**src/rtl/arb_pkg.sv**
```systemverilog
// Shared types and helpers for the preemptive arbiter: FSM encoding,
// owner-index width derivation and a saturating increment.
package arb_pkg;

    typedef enum logic [1:0] {
        IDLE  = 2'd0,
        FIRST = 2'd1,
        HOLD  = 2'd2
    } state_t;

    function automatic int iw_of(input int n);
        return (n <= 2) ? 1 : $clog2(n);
    endfunction

    // Operands are widened to 32 bits by the caller; max_v is the all-ones value of the real width.
    function automatic logic [31:0] sat_inc(input logic [31:0] v, input logic [31:0] max_v);
        return (v >= max_v) ? v : v + 32'd1;
    endfunction

endpackage

```
**src/rtl/prio_pick.sv**
```systemverilog
// Lowest-set-bit finder: returns the index of the lowest set bit of vec_i
// and whether any bit was set.
module prio_pick
    import arb_pkg::*;
#(
    parameter int N  = 3,
    parameter int IW = iw_of(N)
) (
    input  logic [N-1:0]  vec_i,
    output logic [IW-1:0] idx_o,
    output logic          valid_o
);

    always_comb begin
        idx_o   = '0;
        valid_o = 1'b0;
        for (int unsigned i = 0; i < N; i++) begin
            if (vec_i[i] && !valid_o) begin
                idx_o   = IW'(i);
                valid_o = 1'b1;
            end
        end
    end

endmodule

```
**src/rtl/preempt_arbiter.sv**
```systemverilog
// Fixed-priority arbiter for one shared resource with selective preemption,
// suspend/resume of preempted owners, optional hold timeout and event counters.
module preempt_arbiter
    import arb_pkg::*;
#(
    parameter int             N            = 3,
    parameter logic [N-1:0]   PREEMPT_MASK = N'(1),
    parameter int             TIMEOUT      = 0,
    parameter int             CNT_W        = 8,
    parameter int             IW           = iw_of(N)
) (
    input  logic              clk,
    input  logic              reset,
    input  logic [N-1:0]      req,
    input  logic [N-1:0]      done,
    output logic [N-1:0]      grant,
    output logic [IW-1:0]     accmodule,
    output logic              busy,
    output logic [1:0]        mstate,
    output logic [N-1:0]      suspended,
    output logic [CNT_W-1:0]  nb_interrupts,
    output logic [CNT_W-1:0]  nb_timeouts
);

    localparam int          HCW      = iw_of(TIMEOUT + 2);
    localparam logic [31:0] CNT_MAX  = 32'((64'd1 << CNT_W) - 64'd1);
    localparam logic [31:0] HOLD_MAX = 32'((64'd1 << HCW) - 64'd1);

    state_t            state_q, state_d;
    logic [IW-1:0]     owner_q, owner_d;
    logic              busy_q, busy_d;
    logic [N-1:0]      grant_q, grant_d;
    logic [N-1:0]      susp_q, susp_d;
    logic [HCW-1:0]    hold_q, hold_d;
    logic [CNT_W-1:0]  nint_q, nint_d;
    logic [CNT_W-1:0]  nto_q, nto_d;

    logic [N-1:0]      own_oh;
    logic [N-1:0]      req_masked;
    logic [IW-1:0]     susp_idx, req_idx, pick_idx, pre_idx;
    logic              susp_v, req_v, pick_v, pre_v;
    logic              done_hit, to_hit;

    always_comb begin
        own_oh = '0;
        for (int unsigned i = 0; i < N; i++) begin
            own_oh[i] = busy_q && (32'(owner_q) == i);
        end
    end

    // While owned, the current owner is excluded so a release always hands off or idles.
    assign req_masked = req & ~own_oh;

    prio_pick #(.N(N), .IW(IW)) u_pick_susp (
        .vec_i   (susp_q),
        .idx_o   (susp_idx),
        .valid_o (susp_v)
    );

    prio_pick #(.N(N), .IW(IW)) u_pick_req (
        .vec_i   (req_masked),
        .idx_o   (req_idx),
        .valid_o (req_v)
    );

    assign pick_v   = susp_v | req_v;
    assign pick_idx = susp_v ? susp_idx : req_idx;
    assign done_hit = busy_q && ((done & own_oh) != '0);
    assign to_hit   = (TIMEOUT != 0) && busy_q && (32'(hold_q) == 32'(TIMEOUT));

    always_comb begin
        pre_v   = 1'b0;
        pre_idx = '0;
        for (int unsigned j = 0; j < N; j++) begin
            if (busy_q && req[j] && PREEMPT_MASK[j] && (j < 32'(owner_q)) && !pre_v) begin
                pre_v   = 1'b1;
                pre_idx = IW'(j);
            end
        end
    end

    always_comb begin
        state_d = state_q;
        owner_d = owner_q;
        busy_d  = busy_q;
        susp_d  = susp_q;
        hold_d  = hold_q;
        nint_d  = nint_q;
        nto_d   = nto_q;

        case (state_q)
            IDLE: begin
                if (pick_v) begin
                    state_d = FIRST;
                    owner_d = pick_idx;
                    busy_d  = 1'b1;
                    hold_d  = HCW'(1);
                    for (int unsigned i = 0; i < N; i++) begin
                        if (32'(pick_idx) == i) susp_d[i] = 1'b0;
                    end
                end
            end
            FIRST, HOLD: begin
                if (done_hit || to_hit) begin
                    if (to_hit && !done_hit) begin
                        nto_d = CNT_W'(sat_inc(32'(nto_q), CNT_MAX));
                    end
                    if (pick_v) begin
                        state_d = FIRST;
                        owner_d = pick_idx;
                        hold_d  = HCW'(1);
                        for (int unsigned i = 0; i < N; i++) begin
                            if (32'(pick_idx) == i) susp_d[i] = 1'b0;
                        end
                    end else begin
                        state_d = IDLE;
                        owner_d = '0;
                        busy_d  = 1'b0;
                        hold_d  = '0;
                    end
                end else if (pre_v) begin
                    state_d = FIRST;
                    owner_d = pre_idx;
                    hold_d  = HCW'(1);
                    nint_d  = CNT_W'(sat_inc(32'(nint_q), CNT_MAX));
                    for (int unsigned i = 0; i < N; i++) begin
                        if (32'(owner_q) == i) susp_d[i] = 1'b1;
                        if (32'(pre_idx) == i) susp_d[i] = 1'b0;
                    end
                end else begin
                    state_d = HOLD;
                    hold_d  = HCW'(sat_inc(32'(hold_q), HOLD_MAX));
                end
            end
            default: begin
                state_d = IDLE;
                owner_d = '0;
                busy_d  = 1'b0;
                hold_d  = '0;
            end
        endcase

        grant_d = '0;
        for (int unsigned i = 0; i < N; i++) begin
            grant_d[i] = busy_d && (32'(owner_d) == i);
        end
    end

    always_ff @(posedge clk or negedge reset) begin
        if (!reset) begin
            state_q <= IDLE;
            owner_q <= '0;
            busy_q  <= 1'b0;
            grant_q <= '0;
            susp_q  <= '0;
            hold_q  <= '0;
            nint_q  <= '0;
            nto_q   <= '0;
        end else begin
            state_q <= state_d;
            owner_q <= owner_d;
            busy_q  <= busy_d;
            grant_q <= grant_d;
            susp_q  <= susp_d;
            hold_q  <= hold_d;
            nint_q  <= nint_d;
            nto_q   <= nto_d;
        end
    end

    assign grant         = grant_q;
    assign accmodule     = owner_q;
    assign busy          = busy_q;
    assign mstate        = state_q;
    assign suspended     = susp_q;
    assign nb_interrupts = nint_q;
    assign nb_timeouts   = nto_q;

endmodule

```
**config.mk**
```make
export PLATFORM = sky130hd
export DESIGN_NAME = preempt_arbiter
export DESIGN_NICKNAME = d
export VERILOG_FILES = /design/src/rtl/arb_pkg.sv /design/src/rtl/prio_pick.sv /design/src/rtl/preempt_arbiter.sv
export SDC_FILE = /design/constraint.sdc
export NUM_CORES = 1
export LEC_CHECK = 0
export ABC_AREA = 1
export CAP_MARGIN = 20
export CORE_UTILIZATION = 40
export CTS_CLUSTER_SIZE = 12
export DETAILED_ROUTE_END_ITERATION = 8
export GPL_TIMING_DRIVEN = 0
export PLACE_DENSITY_LB_ADDON = 0.25
export SYNTH_ARGS = -nofsm -noshare
export SYNTH_HDL_FRONTEND = slang
export SYNTH_SLANG_ARGS = --single-unit
```
**constraint.sdc**
```tcl
create_clock -name clk -period 2.7 [get_ports clk]
set_input_delay 0.405 -clock clk [delete_from_list [all_inputs] [get_ports clk]]
set_output_delay 0.405 -clock clk [all_outputs]
set_load 0.005 [all_outputs]
```
Word-level counts from Yosys, hierarchy flattened. Index checks and enable logic that the tools add are counted.

Register bits: 19. Bits in latches: 0. Bits in writable memories: 0. Memory bits (read-only): 0. Input bits: 8. Output and inout bits: 27. Memories kept: 0.

Add/sub/neg operators: 1. Multiply operators: 0. Divide/modulo/power cells: 0. Order comparisons: 2. Equal/unequal tests: 12. Shift-type cells: 0. Muxes and demuxes: 35. Bitwise logic cells: 6. Reduce and logical (&&, ||, !) cells: 28.

Operators with widths (number): two-way mux 2 bit (10); two-way mux 1 bit (18); logical AND 1 bit (13); two-way mux 3 bit (3); inequality test 3 bit (second input constant) (3); adder 8 x 1 -> 8 bit (second input constant) (1); == test 2 x 1 -> 1 bit (second input constant) (4); == test 2 bit (second input constant) (4); >= comparator 8 bit (second input constant) (1); logical NOT 2 bit (4); case mux 2 bit (2 select lines) (2); AND 3 bit (2); case mux 3 bit (2 select lines) (1); AND reduction 3 bit (2); logical NOT 1 bit (4); AND reduction 4 bit (1); NOT 3 bit (1); nonzero test 3 bit (1); less-than comparator 1 x 2 -> 1 bit (first input constant) (1); inequality test 2 bit (second input constant) (1); NOT 1 bit (2); case mux 1 bit (2 select lines) (1); AND reduction 2 bit (1); nonzero test 2 bit (1); 2 further kinds (2).

Longest topological paths before layout. Gate-level depths: netlist of the first run.

Word-level depth: 17. Gate-level depth with buffers: 11. Gate-level depth less buffers: 11.

Modules after synthesis. From an unflattened synthesis of the first run, not the netlist that was laid out.

Cell total of the unflattened synthesis: 183. Area total of the unflattened synthesis: 1356.3 µm².

Modules (own cells, without submodules): preempt_arbiter (instances 1, cells an instance 169, area each 1291.2 µm², sequential area each 475.5 µm²); prio_pick (instances 2, cells an instance 7, area each 32.5 µm², sequential area each 0.0 µm²).

Worst setup path after synthesis of the first run. No wires, ideal clock.

Path type: reg-to-reg. From: reg state_q[0], in the netlist mstate[0]. To: reg grant_q[2], in the netlist grant[2]. Library setup time: 0.069 ns. Arrival: 1.420 ns. Required time: 2.631 ns. Slack: 1.211 ns. Cell stages (with the launch flop): 11. Period minus slack after synthesis: 1.489 ns. Cell sequence: dfrtp_1 > inv_1 > ha_1 > inv_1 > nor2_4 > nand2_2 > nand2_2 > nand2_1 > nand2_2 > inv_2 > nor2_2.

Longest elaborated chain between the ends: 5. Elaborated cells on any way between the ends: 8.

RTL lines: start, declared (RTL line preempt_arbiter.sv:29) `state_t state_q, state_d;`; start signal, assigned (RTL line preempt_arbiter.sv:160) `state_q <= state_d;`; == test 2 x 1 -> 1 bit / == test 2 bit (equally long branches); OR reduction 2 bit (RTL line preempt_arbiter.sv:91) `case (state_q)`; case mux 2 bit (2 select lines) (RTL line preempt_arbiter.sv:91); == test 2 bit (RTL line preempt_arbiter.sv:145) `grant_d[i] = busy_d && (32'(owner_d) == i);`; logical AND 1 bit (*) (RTL line preempt_arbiter.sv:145); via grant_d[2] (RTL line preempt_arbiter.sv:32) `logic [N-1:0] grant_q, grant_d;`; end signal, assigned (RTL line preempt_arbiter.sv:163) `grant_q <= grant_d;`; end, declared (RTL line preempt_arbiter.sv:32).

The timed path passes the listed nets; every way through them passes the cells marked *. A chain may end at the register's enable or synchronous reset.

Worst setup path in the final report of the first run.
From: reg owner_q[0], in the netlist accmodule[0]. To: out accmodule[0].

RTL lines: start, declared (RTL line preempt_arbiter.sv:30) `logic [IW-1:0] owner_q, owner_d;`; start signal, assigned (RTL line preempt_arbiter.sv:161) `owner_q <= owner_d;`; end, declared (RTL line preempt_arbiter.sv:17) `output logic [IW-1:0] accmodule,`.

No word-level cell between the ends.

==> flow_summary_export.csv, run 1 <==
group,metric,value,unit
synthesis,ys_types,25,
sta,fmax,0.5568,GHz
hold_path,min_path_type,"reg -> reg",
power_and_ir_drop,powerDensity,1045,mW/mm^2
layout,fin_nets,206,
sta,whs,500.7,ps
power_and_ir_drop,power_frac_clock,0.088,
setup_path,startpoint_type,"flop",
detailed_routing,firstDrtPassIters,6,
layout,fin_area,0.001577,sq mm
sta,slew_headroom,0.4470,
sta,fin_setup_tns,0,ps
synthesis,synthArstFlopShare,1.000,
setup_path,critPathRequiredTime,2300,ps
synthesis,yosysWarnings,0,
sta,finalSetupViolCount,0,
sta,rsz0062_at_grt,"false",
cts,clk_path_buf_depth,2,
cts,cts_sinks,19,
synthesis,synth_edf_count,0,
setup_path,path_cells,"clkdlybuf4s50_1",
synthesis,seq_area_frac_synth,0.3885,
sta,min_period_over_period,0.6652,
placed_design,dp_hpwl,1.919,mm
floorplanning,fp.dieW,57.31,um
setup_path,startpoint,"accmodule[0]",
detailed_routing,viasPerCell,4.760,
synthesis,synthesis.area,0.001224,sq mm
setup_path,endpoint_kind,"primary output",
cts,clkTransAtPathRegs,120,ps
cts,clk_latency,300,ps
setup_path,crit_buf_inv,1,
synthesis,synth_area_leader_cell,"dfrtp_1",
hold_path,min_from,"nb_interrupts[4]",
synthesis,ys_ff_latch,19,
synthesis,synth_area_leaders,"dfrtp_1, nand2_1, inv_1",
cts,cts_setup_buffers,0,
power_and_ir_drop,leakagePower,0.7831,nW
status,status,"finished, violations left",
hold_path,whs_path_depth,1,
global_routing,antenna_found_initial,0,
floorplanning,fp.dieH,57.31,um
setup_path,cp.arrival,1390,ps
status,failed_checks,"design-rule violations",
setup_path,reg2reg_depth,10,
floorplanning,initial_core_util,0.4326,
synthesis,yosysTopAreaCellShare,0.3885,
sta,min_period,1796,ps
synthesis,synth_ff_type,"dfrtp_1",
sta,drv_slew,0,
detailed_routing,drc,6,
power_and_ir_drop,p_seq_frac,0.294,
layout,area_delta_synth_final,28.83,%
global_routing,grt_use_total,0.1578,
sta,worstMarginPinSlew,826.9,ps
global_routing,grt_pass1_vias,1011,
layout,n_antenna_cell,0,
detailed_routing,first_iter_violations,31,
synthesis,syn_area_per_cell,7.794,sq um
job,cap_violations,0,
detailed_routing,vias,1071,
floorplanning,rows,19,
global_routing,grt_overflow,0,
placed_design,globalplace.congestion,0.8478,
cts,cts.htree.levels,1,
detailed_routing,wl_met3,107,um
power_and_ir_drop,sw_frac_of_total,0.4666,
cts,cts_tree,"built",
cts,cts_hold_buf,0,
global_routing,grt_pass1_wl,4.160,mm
power_and_ir_drop,peakVddDrop,0.0006752,V
setup_path,cp_slowest_cell,"clkdlybuf4s50_1",
layout,fillers,265,
setup_path,critPathTopFamily,"buffers and inverters",
setup_path,critPathMaxFanout,8,
floorplanning,core_region_area,0.002829,sq mm
setup_path,reg2reg_to,"grant[2]",
setup_path,r2r_start,"mstate[1]",
power_and_ir_drop,pwr-share-comb,0.618,
layout,final_common_cell,"nand2_1",
floorplanning,dieArea,0.003284,sq mm
sta,finalHoldViolations,0,
hold_path,holdPathEnd,"nb_interrupts[4]",
cts,ctsResizeCount,0,
detailed_routing,antenna_left,0,
layout,drive_gt1_frac,0.1598,
cts,cts_buffers,3,
placed_design,place_area,0.001549,sq mm
layout,seq_area,475.5,sq um
synthesis,syn_inst,157,
sta,finalClockSkew,9.573,ps
setup_path,critPathMaxStageDelay,570,ps
setup_path,r2r_slack,1060,ps
layout,final_cell_mix,"nand2_1, clkdlybuf4s50_1, inv_1",
detailed_routing,wl_met1,1.245,mm
setup_path,crit_type,"reg -> out",
layout,multi_input_area,623.1,sq um
placed_design,port_buffers,26,
detailed_routing,routed-wl-met2,1.058,mm
global_routing,grt_max_degree,20,
power_and_ir_drop,power_switching,0.0007684,W
floorplanning,num_io_pins,35,
detailed_routing,top_layer,"met4",
detailed_routing,routed_wl,2.431,mm
cts,root_buffer,"clkbuf_4",
detailed_routing,routedWlPerCell,10.80,um
power_and_ir_drop,p_int,0.0008785,W
[per-stage QoR]
step	cells	utilization	worst slack, ps	power (W)
final	225	0.5573	903.9	0.001647
after floorplan	164	-	1211	0.001157
after global routing	225	0.5573	863.7	0.001800
after global placement	221	0.5475	807.1	0.001481
after detailed placement	221	0.5475	781.0	0.001497
after CTS	225	0.5573	920.7	0.001651
[how the worst max path moves through the flow]
stage | to | slack [ps] | cells past startpoint
CTS | accmodule[0] | 920 | 1
global route | accmodule[1] | 860 | 10
finish | accmodule[0] | 900 | 1
global placement | suspended[2] | 810 | 10
detailed placement | suspended[1] | 780 | 10
floorplan | grant[2] | 1210 | 10
[per-layer routing]
metal / up-vias / track usage
met5: - / 0
met1: 480 / 0.2208
met3: 4 / 0.02041
met4: 0 / 0.04181
met2: 25 / 0.2588
li1: 562 / -
[power by group through the flow]
| stage | clock, W | combinational, W | sequential (W) |
|---|---|---|---|
| after floorplan | 0 | 0.000672 | 0.000485 |
| after global placement | 0 | 0.000996 | 0.000485 |
| after detailed placement | 0 | 0.00101 | 0.000489 |
| after CTS | 0.000146 | 0.00102 | 0.000483 |
| after global routing | 0.000156 | 0.00114 | 0.000500 |
| final | 0.000146 | 0.00102 | 0.000483 |
[registers in the layout, summed over array words and instances, names as in the netlist]
name           count
accmodule          2
busy               1
grant              3
mstate             2
nb_interrupts      8
suspended          3
[Yosys cell counts, types with 4 or more instances]
| cell type | n |
|---|---|
| nand2_1 | 35 |
| inv_1 | 21 |
| dfrtp_1 | 19 |
| nor2_1 | 12 |
| nand3_1 | 10 |
| buf_4 | 8 |
| nand4_1 | 8 |
| o21ai_0 | 8 |
| nand2_2 | 4 |
| xnor2_1 | 4 |
[kinds of logic (layout without fill, tap and decap cells)]
family          count (synthesis)  in the layout  synth area share
simple gates                   80             80            0.3333
buf+inv                        32             62            0.1237
flops                          19             19            0.3886
compound gates                 15             15           0.07056
xor+xnor                        7              7           0.05010
fa+ha+maj                       3              3           0.03068
other cells                     1              8          0.003065
[cell type report]
type	count	area share
buffer	9	0.04127
tap	31	0.02460
timing repair buffer	26	0.1651
sequential	19	0.3016
clock buffer	3	0.01429
multi-input combinational	113	0.3952
inverter	23	0.05476
clock inverter	1	0.003175
Power figures use the tool's default switching activity.
==> run 2, diff against run 1 <==
==> constraint.sdc (replaced) <==
create_clock -name clk -period 1.8 [get_ports clk]
set_input_delay 0.27 -clock clk [delete_from_list [all_inputs] [get_ports clk]]
set_output_delay 0.27 -clock clk [all_outputs]
set_load 0.005 [all_outputs]
==> flow_summary_export.csv, run 2 (synthesized netlist as in run 1, its figures left out) <==
group,metric,value,unit
status,status,"finished, violations left",
status,failed_checks,"design-rule violations",
cts,clk_latency,300,ps
power_and_ir_drop,peakVddDrop,0.001006,V
cts,clkTransAtPathRegs,120,ps
layout,seq_area,475.5,sq um
detailed_routing,routed-wl-met2,1.059,mm
cts,cts_tree,"built",
sta,finalClockSkew,8.597,ps
sta,worstMarginPinSlew,830.7,ps
sta,whs,429.9,ps
placed_design,placed_cells,221,
setup_path,path_cells,"clkdlybuf4s50_1",
global_routing,grt_overflow,0,
floorplanning,rows,19,
sta,slew_headroom,0.4445,
setup_path,startpoint_type,"flop",
layout,area_delta_synth_final,29.45,%
floorplanning,fp.dieH,57.31,um
cts,root_buffer,"clkbuf_4",
setup_path,critPathMaxFanout,8,
floorplanning,num_io_pins,35,
detailed_routing,viasPerCell,4.788,
sta,fin_setup_tns,0,ps
setup_path,critPathRequiredTime,1530,ps
layout,largest_register_ffs,8,
detailed_routing,routedWlPerCell,10.81,um
job,cap_violations,0,
detailed_routing,top_layer,"met4",
global_routing,grt_use_total,0.1578,
detailed_routing,drc,6,
placed_design,globalplace.congestion,0.8478,
detailed_routing,first_iter_violations,31,
sta,finalSetupViolCount,0,
detailed_routing,vias,1082,
layout,multi_input_area,623.1,sq um
hold_path,min_path_type,"in -> async",
setup_path,cp.arrival,1390,ps
setup_path,crit_type,"reg -> out",
power_and_ir_drop,leakagePower,0.7885,nW
layout,n_antenna_cell,0,
detailed_routing,antenna_left,0,
detailed_routing,routed_wl,2.442,mm
floorplanning,core_region_area,0.002829,sq mm
cts,cts.htree.levels,1,
global_routing,antenna_found_initial,0,
floorplanning,dieArea,0.003284,sq mm
detailed_routing,wl_met3,123,um
floorplanning,initial_core_util,0.4326,
setup_path,critPathMaxStageDelay,560,ps
sta,min_period,1662,ps
cts,clk_path_buf_depth,2,
layout,fin_nets,207,
layout,fin_cells,226,
floorplanning,fp.dieW,57.31,um
sta,min_period_over_period,0.9231,
setup_path,cp_slowest_cell,"clkdlybuf4s50_1",
power_and_ir_drop,powerDensity,1577,mW/mm^2
setup_path,critPathTopFamily,"buffers and inverters",
global_routing,grt_max_degree,20,
placed_design,dp_hpwl,1.919,mm
sta,drv_slew,0,
sta,rsz0062_at_grt,"false",
cts,ctsResizeCount,0,
sta,finalHoldViolations,0,
cts,cts_sinks,19,
detailed_routing,firstDrtPassIters,6,
global_routing,grt_pass1_vias,1011,
setup_path,endpoint_kind,"primary output",
cts,cts_buffers,3,
layout,final_common_cell,"nand2_1",
placed_design,port_buffers,26,
setup_path,crit_buf_inv,1,
sta,fmax,0.6018,GHz
layout,fillers,265,
layout,final_cell_mix,"nand2_1, clkdlybuf4s50_1, inv_1",
setup_path,r2r_slack,180,ps
layout,drive_gt1_frac,0.1641,
detailed_routing,wl_met1,1.242,mm
global_routing,grt_pass1_wl,4.160,mm
## run 2: changes by cell type in the layout (fill, tap and decap cells not counted)
| cell | before | now |
|---|---|---|
| buf_4 | 8 | 9 |
## run 2: path summary, 6_finish.rpt
| kind | from | endpoint | depth (start not counted) |
|---|---|---|---|
| max | accmodule[0] | accmodule[0] | 1 |
| min | reset | suspended[2] | 1 |
| max reg2reg | accmodule[0] | grant[2] | 11 |
| min reg2reg | nb_interrupts[4] | nb_interrupts[4] | 1 |
| max in group asynchronous | reset | nb_interrupts[7] | 1 |
| min in group clk | nb_interrupts[4] | nb_interrupts[4] | 1 |
## run 2: per-layer routing
| metal | vias to the layer above | GRT usage |
|---|---|---|
| met5 | - | 0 |
| met1 | 478 | 0.2208 |
| met2 | 34 | 0.2588 |
| li1 | 566 | - |
| met4 | 0 | 0.04181 |
| met3 | 4 | 0.02041 |
## run 2: final cells by class
type                       count  area share
multi-input combinational    113      0.3934
sequential                    19      0.3002
timing repair buffer          27      0.1690
inverter                      23     0.05450
buffer                         9     0.04107
tap                           31     0.02449
clock buffer                   3     0.01422
clock inverter                 1    0.003160
## run 2: stage by stage
step / setup slack (ps) / area, sq um / total power (W) / util
2_1_floorplan: 311.4 / 1250 / 0.001735 / -
3_3_place_gp: 42.10 / 1549 / 0.002222 / 0.5475
5_1_grt: 4.650 / 1584 / 0.002728 / 0.5599
3_5_place_dp: 15.96 / 1549 / 0.002246 / 0.5475
4_1_cts: 155.7 / 1577 / 0.002476 / 0.5573
6_report: 138.4 / 1584 / 0.002499 / 0.5599
## run 2: timing repair
action / 4_1_cts / 5_1_grt
hold buffers: 0 / 0
buffers inserted: 0 / 1
setup endpoints to repair: 0 / 2
## run 2: worst register-to-register path: stages (launching register included)
cell,delay [ps]
dfrtp_1,500
nor2_2,240
nand2_1,80
nand2_1,100
nand2_2,80
nor2_4,130
nand2_4,80
nand2_2,70
nand2_1,50
nand2_2,100
inv_2,40
nor2_2,90
## run 2: report_power, final
group	switching (W)	internal [W]	total (W)	leakage [nW]
Combinational	0.000879	0.000674	0.00155	0.529
Clock	0.000138	0.0000829	0.000221	0.0177
Sequential	0.000144	0.000581	0.000725	0.242
Total	0.00116	0.00134	0.00250	0.789
==> run 3, diff against run 2 <==
--- a/config.mk
+++ b/config.mk
@@ -6,8 +6,10 @@
 export NUM_CORES = 1
 export LEC_CHECK = 0
 export ABC_AREA = 1
+export ABC_CLOCK_PERIOD_IN_PS = 1800
 export CAP_MARGIN = 20
 export CORE_UTILIZATION = 40
+export CTS_CLUSTER_DIAMETER = 60
 export CTS_CLUSTER_SIZE = 12
 export DETAILED_ROUTE_END_ITERATION = 8
 export GPL_TIMING_DRIVEN = 0
==> results of run 3 <==
Final layout, timing and power as in run 2 (identical DEF).
